--- src/rtl/axis_packetizer.sv ---
// axis_packetizer
//   Collects valid sample words into a single PKT_LEN-deep buffer and emits
//   them as one AXI-Stream packet. A packet closes when the buffer fills or
//   when flush is asserted. While a packet drains, incoming words are dropped
//   and counted.
//
// Ports
//   clock, reset_n     single rising-edge clock, async active-low reset
//   data_in, valid     sample word and its qualifier
//   flush              close the current partial packet and send it
//   ovf_clr            clear overflow and drop_count
//   TCLK               clock passthrough for the stream interface
//   TDATA/TVALID/TLAST AXI-Stream master outputs; TREADY is the downstream ready
//   busy               high while a packet is draining
//   overflow           sticky flag, a word was dropped
//   drop_count         saturating count of dropped words
//
// state | meaning
// FILL  | accepting words into the buffer
// SEND  | draining the buffer onto the stream; input words are dropped
module axis_packetizer #(
   parameter int DATA_WIDTH = 32,
   parameter int PKT_LEN    = 8
) (
   input  logic                  clock,
   input  logic                  reset_n,
   input  logic [DATA_WIDTH-1:0] data_in,
   input  logic                  valid,
   input  logic                  flush,
   input  logic                  ovf_clr,
   input  logic                  TREADY,
   output logic                  TCLK,
   output logic [DATA_WIDTH-1:0] TDATA,
   output logic                  TVALID,
   output logic                  TLAST,
   output logic                  busy,
   output logic                  overflow,
   output logic [15:0]           drop_count
);

   localparam int CW = $clog2(PKT_LEN + 1);
   localparam int AW = $clog2(PKT_LEN);

   typedef enum logic {FILL = 1'b0, SEND = 1'b1} state_t;

   state_t                state, state_nxt;
   logic [DATA_WIDTH-1:0] mem [PKT_LEN];
   logic [CW-1:0]         wr_cnt, rd_idx, pkt_len;
   logic [CW-1:0]         fill_len;
   logic                  full_write, do_flush, go_send;
   logic                  is_last, last_xfer, drop;

   assign TCLK = clock;

   // Length the packet would have if it closed this cycle; a word written
   // in the flush cycle belongs to the packet.
   assign fill_len   = wr_cnt + CW'(valid);
   assign full_write = (state == FILL) && valid && (wr_cnt == CW'(PKT_LEN - 1));
   assign do_flush   = (state == FILL) && flush && (fill_len != '0);
   assign go_send    = full_write || do_flush;
   assign is_last    = (rd_idx == pkt_len - CW'(1));
   assign last_xfer  = (state == SEND) && TREADY && is_last;
   assign drop       = (state == SEND) && valid;

   always_ff @(posedge clock or negedge reset_n) begin
      if (!reset_n) state <= FILL;
      else          state <= state_nxt;
   end

   always_comb begin
      state_nxt = state;
      case (state)
         FILL:    if (go_send)   state_nxt = SEND;
         SEND:    if (last_xfer) state_nxt = FILL;
         default: state_nxt = FILL;
      endcase
   end

   // Outputs depend only on registered state, so reset clears them at once.
   always_comb begin
      TVALID = 1'b0;
      TDATA  = '0;
      TLAST  = 1'b0;
      busy   = 1'b0;
      if (state == SEND) begin
         TVALID = 1'b1;
         TDATA  = mem[rd_idx[AW-1:0]];
         TLAST  = is_last;
         busy   = 1'b1;
      end
   end

   always_ff @(posedge clock or negedge reset_n) begin
      if (!reset_n) begin
         wr_cnt  <= '0;
         rd_idx  <= '0;
         pkt_len <= '0;
      end else if (state == FILL) begin
         if (valid)   wr_cnt  <= wr_cnt + CW'(1);
         if (go_send) pkt_len <= fill_len;
      end else if (TREADY) begin
         if (is_last) begin
            wr_cnt <= '0;
            rd_idx <= '0;
         end else begin
            rd_idx <= rd_idx + CW'(1);
         end
      end
   end

   // Buffer storage carries no reset; stale contents are never read because
   // rd_idx only walks entries written for the current packet.
   always_ff @(posedge clock) begin
      if ((state == FILL) && valid) mem[wr_cnt[AW-1:0]] <= data_in;
   end

   // A clear in the same cycle as a drop leaves that drop counted.
   always_ff @(posedge clock or negedge reset_n) begin
      if (!reset_n) begin
         overflow   <= 1'b0;
         drop_count <= '0;
      end else if (ovf_clr) begin
         overflow   <= drop;
         drop_count <= drop ? 16'd1 : 16'd0;
      end else if (drop) begin
         overflow <= 1'b1;
         if (drop_count != 16'hFFFF) drop_count <= drop_count + 16'd1;
      end
   end

endmodule

--- config.mk ---
export PLATFORM = sky130hd
export DESIGN_NAME = axis_packetizer
export DESIGN_NICKNAME = d
export VERILOG_FILES = /design/src/rtl/axis_packetizer.sv
export SDC_FILE = /design/constraint.sdc
export NUM_CORES = 1
export LEC_CHECK = 0
export BUFFER_PORTS_ARGS = -buffer_cell sky130_fd_sc_hd__buf_2
export CELL_PAD_IN_SITES_DETAIL_PLACEMENT = 2
export CELL_PAD_IN_SITES_GLOBAL_PLACEMENT = 2
export CORE_ASPECT_RATIO = 0.8
export CORE_MARGIN = 3
export CORE_UTILIZATION = 35
export DETAILED_ROUTE_END_ITERATION = 7
export GPL_TIMING_DRIVEN = 0
export PLACE_DENSITY_LB_ADDON = 0.1
export SYNTH_ARGS = -nofsm -noshare
export SYNTH_HDL_FRONTEND = slang
export SYNTH_SLANG_ARGS = --single-unit
--- constraint.sdc ---
create_clock -name clock -period 6.46 [get_ports clock]
set_input_delay 1.292 -clock clock [delete_from_list [all_inputs] [get_ports clock]]
set_output_delay 1.292 -clock clock [all_outputs]
set_load 0.05 [all_outputs]
# Word level (Yosys, flattened, before mapping)
# Memory sizes are Yosys's and may differ from the RTL's.
# Cells that the tools add are included.
# totals
reg_bits	30
latch_bits	0
ramBits	256
romBits	0
in_bits	38
output_inout_bits	53
elab_cells	53
mem_count	1
# mem_list
name	depth	word_bits	rd	rd_ports_with_merged_regs	write_ports	line	text
mem	8	32	1	0	1	47	logic [DATA_WIDTH-1:0] mem [PKT_LEN];
# op_classes
add_sub_neg	5
mul	0
div	0
n_lt_le_gt_ge	0
n_eq_ne	5
shifts	0
n_mux	19
bitwise_logic	1
n_reduce_logical	16
# ops
op	n
two-way mux 16 bit	3
two-way mux 32 bit	1
two-way mux 4 bit	5
adder 16 x 1 -> 16 bit (second input constant)	1
inequality test 16 bit (second input constant)	1
two-way mux 1 bit	9
adder 4 x 1 -> 4 bit (second input constant)	2
logical AND 1 bit	7
AND reduction 2 bit	3
nonzero test 2 bit	3
adder 4 x 1 -> 4 bit	1
== test 4 x 3 -> 1 bit (second input constant)	1
== test 4 bit	1
nonzero test 4 bit	1
subtractor 4 x 1 -> 4 bit (second input constant)	1
AND reduction 3 bit	1
inequality test 2 x 1 -> 1 bit (second input constant)	1
inequality test 2 bit (second input constant)	1
case mux 1 bit (2 select lines)	1
logical OR 1 bit	1
inverter 1 bit	1

# Depth between registers and ports, before layout
# Gate-level depths: netlist of run 1.
# depth
depth_word	6
mapped_depth	6
depth_no_buf	6

==> Implementation_results.wiki, run 1 <==
{| class="wikitable"
! Metric !! Value
|-
| TritonCTS clock tree || built
|-
| Final slew viol count || 0
|-
| Number of port buffers || 89
|-
| Status || complete, no violations
|-
| Antenna-violating nets left || 0
|-
| Fraction of the yosys area taken by sequential cells || 72.4%
|-
| Total wire length after detailed routing || 30000 um
|-
| Share of flip-flops with an asynchronous set or reset || 10.5%
|-
| Internal reg-to-reg setup slack || 3.68 ns
|-
| WL per Instance || 24.9 um
|-
| Number of max-cap violations || 0
|-
| Number of flip-flops and latches in the synthesized netlist || 286
|-
| Number of global-route vias before repair || 7088
|-
| Number of setup buffers added after CTS || 0
|-
| Effective utilization at floorplan || 35.7%
|-
| First DRT Iteration DRCs || approximately 370
|-
| Critical Path End Type || primary output
|-
| Routed vias/inst || 5.20
|-
| Headroom to the max-slew limit || 28.7%
|-
| Routability Congestion || 0.715
|-
| Antenna violations before repair || 2
|-
| Cells after Synth || roughly 600
|-
| Nets || 799
|-
| Antenna cell count || 0
|-
| Die area || 35600 sq um
|-
| Final core utilization || 42.6%
|-
| Placed Instances || 1147
|-
| Number of synthesized flops with an enable pin || 256
|-
| Maximum number of pins on one net before global-route repair || 31
|-
| Fraction of final layout cells with drive strength greater than 1 || 34.4%
|-
| Count of final setup violators || 0
|-
| Endpoint arrival time on the critical path || 3.79 ns
|-
| Clock Skews || 0.0186 ns
|-
| Filler cell count || 3114
|-
| Summed area of non-filler cells in the final layout || approximately 14000 sq um
|-
| Height of the die || 169 um
|-
| Required arrival time at the worst endpoint || just over 5 ns
|-
| Register area || 8440 sq um
|-
| Total of cells resized after clock tree synthesis || 0
|-
| Post-place instance area || 13000 sq um
|-
| Leftover overflow at the end of global routing || 0
|-
| Number of remaining DRC errors || 0
|-
| Post-cts hold buffer count || 0
|-
| Tot GR Track Use || 17.4%
|-
| Static Leakage || 4.84 nW
|-
| Growth of design area from synthesis to finish || 19.6%
|-
| Net count of the mapped netlist || 655
|-
| Setup total negative slack || 0 ns
|-
| Routed via count || 6256
|-
| Non-filler cells, final || about 1200
|-
| Unrepaired setup endpoints after global routing || false
|-
| Multi-input logic area || slightly above 3000 sq um
|-
| Placed wire-length estimate after detailed placement || 19400 um
|-
| Global-route wire length before repair || 45600 um
|-
| Class of the most critical hold timing path || flop to flop
|-
| Pre-antenna DRT Iters || 4
|-
| Later-pin clock latency in the skew report || 0.70 ns
|-
| Worst Max-Slew Pin Slew || 1.07 ns
|-
| Num rows || between 50 and 60
|-
| Number of warnings issued by yosys || 0
|-
| Predominant post-synthesis flop cell || sky130_fd_sc_hd__edfxtp_1
|-
| Power Density || about 450 nW/um^2
|-
| Post-Synthesis Cell Area || 11700 sq um
|-
| Number of ports placed on the die boundary || 91
|-
| Start-to-end type of the worst setup path || clock port to primary output
|-
| Die Width || 210 um
|-
| Core footprint || about 33000 sq um
|-
| CP startpoint kind || clock port
|-
| Syn avg cell area || 19.1 sq um
|-
| Clock transition at the register clock pins on the worst setup and hold paths after CTS || 0.06 ns
|-
| Worst-path fanout max || 2
|-
| Number of hold-slack violations in the final timing report || 0
|-
| VDD IR max || about 0.00032 V
|-
| Unique masters post-synth || 52
|}
==> critical path, cell delays in order <==
cell                        delay [ns]
sky130_fd_sc_hd__clkbuf_16        0.12
sky130_fd_sc_hd__clkbuf_16        0.13
sky130_fd_sc_hd__buf_4            0.11
sky130_fd_sc_hd__buf_2            0.20
==> kinds of logic after synthesis <==
| group | synth area share, % |
|---|---|
| AO/OA/AOI/OAI | 2.76 |
| buffers and inverters | 1.76 |
| XOR/XNOR | 0.869 |
| adder cells (fa/ha/maj) | 0.644 |
| AND/OR/NAND/NOR | 5.19 |
| flip-flops | 72.4 |
| multiplexers | 16.4 |
==> where the power goes <==
group          switching (mW)  internal (mW)
Clock                   0.754          0.988
Combinational            1.60          0.762
Sequential             0.0545           2.09
Total                    2.41           3.84
==> metrics by stage <==
stage / hold WS [ns] / total power, mW / worst slack, ns
global placement: 0.496 / 4.58 / -1.53
global route: 0.549 / 6.57 / 1.37
detailed placement: 0.503 / 4.64 / 1.64
finish: 0.534 / 6.26 / 1.37
floorplan: 0.498 / 3.96 / 1.77
CTS: 0.537 / 6.37 / 1.37
==> area by class of cell <==
| type | instances | share of cell area [%] |
|---|---|---|
| Buffer | 32 | 1.28 |
| Clock inverter | 14 | 0.852 |
| Multi-Input combinational cell | 286 | 22.0 |
| Clock buffer | 44 | 6.23 |
| Inverter | 7 | 0.188 |
| Tap cell | 427 | 3.83 |
| Timing Repair Buffer | 108 | 5.13 |
| Sequential cell | 286 | 60.5 |
==> sequential cells by signal, indices dropped and copies added, names as in the netlist <==
register and flops:
mem 256, rd_idx 4, drop_count 16, pkt_len 4, state 1, wr_cnt 4, overflow 1
==> cells in the final DEF (no fill, tap or decap), types with 3 or more instances in the layout <==
cell type                   netlist  layout
sky130_fd_sc_hd__xor2_1           5       5
sky130_fd_sc_hd__clkinv_1         1       5
sky130_fd_sc_hd__o21ai_0          4       4
sky130_fd_sc_hd__nand3_1          8       8
sky130_fd_sc_hd__nor3_2           1       3
sky130_fd_sc_hd__nor2_4           0       4
sky130_fd_sc_hd__buf_8            0       4
sky130_fd_sc_hd__nor3_1           5       3
sky130_fd_sc_hd__xnor2_1          4       4
sky130_fd_sc_hd__clkbuf_1         7      17
sky130_fd_sc_hd__buf_2           14     103
sky130_fd_sc_hd__mux2i_1         35      35
sky130_fd_sc_hd__mux2_1           4       4
sky130_fd_sc_hd__mux4_2          64      64
sky130_fd_sc_hd__a21oi_1          9       9
sky130_fd_sc_hd__inv_1            6       6
sky130_fd_sc_hd__nor2_1          54      50
sky130_fd_sc_hd__clkbuf_16        0      33
sky130_fd_sc_hd__a21oi_2          5       5
sky130_fd_sc_hd__nand4_1          4       4
sky130_fd_sc_hd__edfxtp_1       256     256
sky130_fd_sc_hd__clkinv_2         0       7
sky130_fd_sc_hd__nor2b_1          9       9
sky130_fd_sc_hd__nand2_1         16      16
sky130_fd_sc_hd__buf_6            4      16
sky130_fd_sc_hd__o31ai_1          5       5
sky130_fd_sc_hd__buf_12           0       4
sky130_fd_sc_hd__a2111oi_2        3       3
sky130_fd_sc_hd__ha_1             6       6
sky130_fd_sc_hd__buf_1            4       4
sky130_fd_sc_hd__dfrtp_1         30      30
sky130_fd_sc_hd__buf_4            3       3
sky130_fd_sc_hd__o21ai_1          3       3
sky130_fd_sc_hd__mux2_4           5       5
sky130_fd_sc_hd__a21o_1           3       3
==> routing by layer <==
layer | routed length (um) | track usage, % | share of wire [%]
met4 | 657 | 4.66 | 2.2
met2 | 14500 | 29.0 | 48
met3 | 1270 | 3.77 | 4.2
met5 | 34 | 0 | 0.11
met1 | 13600 | 23.6 | 45
==> path summary, 6_finish.rpt <==
check,from,to,cells after the start
setup / recovery,clock,TCLK,4
hold / removal,overflow,overflow,1
max in group asynchronous,reset_n,drop_count[13],1
hold reg to reg,overflow,overflow,1
min in group asynchronous,reset_n,rd_idx[2],1
setup reg to reg,state,mem[4][7],6
==> cell usage after synthesis, types with 3 or more instances <==
master	n	share of area (%)
sky130_fd_sc_hd__mux2i_1	35	3.0
sky130_fd_sc_hd__nand2_1	16	0.52
sky130_fd_sc_hd__mux2_4	5	0.64
sky130_fd_sc_hd__buf_2	14	0.60
sky130_fd_sc_hd__ha_1	6	0.64
sky130_fd_sc_hd__xnor2_1	4	0.30
sky130_fd_sc_hd__a21o_1	3	0.19
sky130_fd_sc_hd__mux2_1	4	0.39
sky130_fd_sc_hd__buf_4	3	0.19
sky130_fd_sc_hd__buf_1	4	0.13
sky130_fd_sc_hd__xor2_1	5	0.38
sky130_fd_sc_hd__a2111oi_2	3	0.39
sky130_fd_sc_hd__nor2_1	54	1.7
sky130_fd_sc_hd__clkbuf_1	7	0.23
sky130_fd_sc_hd__nand3_1	8	0.34
sky130_fd_sc_hd__dfrtp_1	30	6.4
sky130_fd_sc_hd__a21oi_2	5	0.38
sky130_fd_sc_hd__edfxtp_1	256	66
sky130_fd_sc_hd__o31ai_1	5	0.32
sky130_fd_sc_hd__o21ai_1	3	0.13
sky130_fd_sc_hd__o21ai_0	4	0.17
sky130_fd_sc_hd__mux4_2	64	12
sky130_fd_sc_hd__nand4_1	4	0.21
sky130_fd_sc_hd__nor3_1	5	0.21
sky130_fd_sc_hd__buf_6	4	0.39
sky130_fd_sc_hd__a21oi_1	9	0.39
sky130_fd_sc_hd__inv_1	6	0.19
sky130_fd_sc_hd__nor2b_1	9	0.48
No activity file was read; power rests on OpenSTA's default activity.
==> run 2, diff against run 1 <==
ABC_AREA = 1   (was not set)
clock period = 4.3 ns   (was 6.46 ns; I/O delays follow)
==> run 2 against run 1 <==
Effect of this change: clock power increased by 64%; synthesized cell count increased by 71%; worst setup slack got worse by 1.1 ns; cell count increased by 38%.
==> Implementation_results.wiki, run 2 <==
{| class="wikitable"
! Metric !! Value
|-
| Status || complete, no violations
|-
| Net count of the mapped netlist || roughly 1100
|-
| Placed wire-length estimate after detailed placement || between 20000 and 30000 um
|-
| Growth of design area from synthesis to finish || 19.6%
|-
| R2r worst-path depth || 7
|-
| Most common cell after layout, fill and taps aside || sky130_fd_sc_hd__edfxtp_1
|-
| Required arrival time at the worst endpoint || 3.44 ns
|-
| Final slew viol count || 0
|-
| Routed vias/inst || 5.18
|-
| Antenna violations before repair || 1
|-
| TritonCTS clock tree || built
|-
| Number of hold-slack violations in the final timing report || 0
|-
| Effective utilization at floorplan || a little over a third
|-
| Combinational Power Share || 43.0%
|-
| Top cells by area in the synthesized netlist || sky130_fd_sc_hd__edfxtp_1 (64%), sky130_fd_sc_hd__nor2_1 (8.0%), sky130_fd_sc_hd__dfrtp_1 (6.2%)
|-
| Clk pwr share || 26.7%
|-
| Pre-antenna DRT Iters || 4
|-
| Critical Path End Type || primary output
|-
| Number of max-cap violations || 0
|-
| Max stage delay on crit path || 0.56 ns
|-
| Worst path slowest cell || sky130_fd_sc_hd__dfrtp_1
|-
| Max reg flops || 256
|-
| Launching point of the worst reg2reg path || state
|-
| Clock Skews || between 0.01 and 0.015 ns
|-
| Share of the cycle needed by the critical path after routing || between 90% and 100%
|-
| Class of the most critical hold timing path || primary input to asynchronous set/reset pin
|-
| Worst flop-to-flop path endpoint || mem[7][16]
|-
| Post-cts hold buffer count || 0
|-
| Endpoint arrival time on the critical path || about 3.1 ns
|-
| WL per Instance || between 20 and 25 um
|-
| Static Leakage || 5.34 nW
|-
| Most frequent cells in the layout || sky130_fd_sc_hd__edfxtp_1 (256), sky130_fd_sc_hd__nor2_1 (250), sky130_fd_sc_hd__o21ai_0 (133)
|-
| Number of synthesized flops with an enable pin || approximately 260
|-
| Cells after Synth || 1045
|-
| Fraction of final layout cells with drive strength greater than 1 || 17.1%
|-
| Unique masters post-synth || 33
|-
| Maximum clock frequency || between 200 and 250 MHz
|-
| Share of flip-flops with an asynchronous set or reset || 10.5%
|-
| Top post-synthesis cells by count || sky130_fd_sc_hd__nor2_1 (258), sky130_fd_sc_hd__edfxtp_1 (256), sky130_fd_sc_hd__o21ai_0 (133), sky130_fd_sc_hd__nand2_1 (124), sky130_fd_sc_hd__o211ai_1 (33)
|-
| Cells along the critical path || buf_4 -> clkbuf_1 -> o21ai_0 -> o211ai_1 -> nand2_1 -> nor2_1 -> buf_2
|-
| Non-filler cells, final || roughly 1700
|-
| Total wire length after detailed routing || 38000 um
|-
| Routability Congestion || 0.741
|-
| Routed via count || 8628
|-
| CP startpoint kind || flop
|-
| Height of the die || 172 um
|-
| First DRT Iteration DRCs || 523
|-
| Switching share of power || between 40 and 50%
|-
| Fraction of the yosys area taken by sequential cells || between 60% and 70%
|-
| Global-route wire length before repair || 57000 um
|-
| Post-Synthesis Cell Area || 12100 sq um
|-
| Number of remaining DRC errors || 0
|-
| Total of cells resized after clock tree synthesis || 0
|-
| Antenna-violating nets left || 0
|-
| Clock transition at the register clock pins on the worst setup and hold paths after CTS || 0.06 ns
|-
| Number of setup buffers added after CTS || 0
|-
| Biggest area consumer among synthesized cells || sky130_fd_sc_hd__edfxtp_1
|-
| Unrepaired setup endpoints after global routing || false
|-
| Antenna cell count || 0
|-
| Number of global-route vias before repair || 9207
|-
| Predominant post-synthesis flop cell || sky130_fd_sc_hd__edfxtp_1
|-
| Number of port buffers || 89
|-
| Num rows || 60
|-
| Count of final setup violators || 0
|-
| Internal reg-to-reg setup slack || approximately 1.8 ns
|-
| Most used standard cell by instance count after synthesis || sky130_fd_sc_hd__nor2_1
|-
| Top cell family by delay on the critical path || buffers and inverters
|-
| Power Density || approximately 740 nW/um^2
|-
| Flop pwr share || 30.3%
|-
| Summed area of non-filler cells in the final layout || approximately 14000 sq um
|-
| Post-place instance area || 13400 sq um
|-
| Maximum number of pins on one net before global-route repair || 31
|-
| Die Width || 214 um
|-
| Start-to-end type of the worst setup path || flop to primary output
|-
| Nets || 1222
|-
| Total buffers and inverters traversed by the critical path || 3
|-
| Total design power || 10.7 mW
|-
| Placed Instances || 1607
|-
| Tot GR Track Use || 20.9%
|-
| Headroom to the max-slew limit || between 40% and 50%
|-
| Internal power || between 5 and 6 mW
|-
| Syn avg cell area || around 12 sq um
|-
| Number of flip-flops and latches in the synthesized netlist || 286
|-
| Leftover overflow at the end of global routing || 0
|-
| VDD IR max || 0.000508 V
|-
| Worst Max-Slew Pin Slew || 0.819 ns
|-
| Yosys top cell area share || 63.7%
|-
| Final period demand of the worst path || 4.00 ns
|-
| Switching power total || roughly 4.8 mW
|-
| Number of warnings issued by yosys || 0
|-
| Core footprint || 33900 sq um
|-
| Worst-path fanout max || 10
|-
| Die area || 36800 sq um
|-
| Number of ports placed on the die boundary || 91
|-
| Filler cell count || about 3500
|-
| Later-pin clock latency in the skew report || between 0.6 and 0.7 ns
|}
-- run 2: kinds of logic (layout without fill, tap and decap cells) --
group	after synthesis	after routing	share of synthesized area, %
DFF	286	286	69.9
adders and majority gates	6	6	0.622
xor gates and xnor gates	14	14	1.02
and+or+nand+nor	433	433	14.6
buffers and inverters	93	250	3.66
AOI/OAI and AO/OA	213	213	10.2
-- run 2: layer usage --
| metal | track usage (%) | wire (um) | part of all wire (%) | up-vias |
|---|---|---|---|---|
| met4 | 4.11 | 458 | 1.2 | 2 |
| li1 | - | - | - | 3960 |
| met2 | 33.9 | 17600 | 46 | 136 |
| met3 | 2.90 | 1240 | 3.3 | 35 |
| met1 | 30.5 | 18600 | 49 | 4495 |
| met5 | 0 | 13 | 0.034 | - |
-- run 2: cell type report --
type                            instances  area, sq um  area share, %
Sequential cell                       286         8440           58.4
Clock buffer                           36          860           5.95
Clock inverter                         25          221           1.53
Timing Repair Buffer                   96          646           4.47
Multi-Input combinational cell        666         3260           22.5
Tap cell                              465          582           4.03
Buffer                                 60          318           2.20
Inverter                               33          124          0.858
-- run 2: metrics by stage --
stage	utilization, %	TNS [ns]	hold WS, ns	worst slack (ns)
after floorplan	-	0	0.476	1.12
after global placement	38.7	-102.31	0.457	-0.556
after detailed placement	39.5	0	0.461	0.990
after CTS	42.7	0	0.287	0.221
after global routing	42.7	0	0.308	0.131
final	42.7	0	0.269	0.298
-- run 2: how the worst max path moves through the flow --
stage	cells after the start	slack, ns	to	startpoint
global route	7	0.13	TDATA[17]	rd_idx[0]
global placement	5	-0.56	mem[7][16]	valid
CTS	7	0.22	TDATA[17]	rd_idx[0]
finish	7	0.30	TDATA[17]	rd_idx[0]
floorplan	1	1.12	TCLK	clock
detailed placement	2	0.99	TCLK	clock
-- run 2: power groups by stage --
stage | Sequential (mW) | Clock (mW) | Combinational (mW)
6_report | 3.24 | 2.86 | 4.60
5_1_grt | 3.25 | 3.03 | 5.01
4_1_cts | 3.24 | 2.92 | 4.68
3_5_place_dp | 3.29 | 0.0569 | 4.63
3_3_place_gp | 3.30 | 0.0569 | 4.48
2_1_floorplan | 3.32 | 0.0501 | 3.04
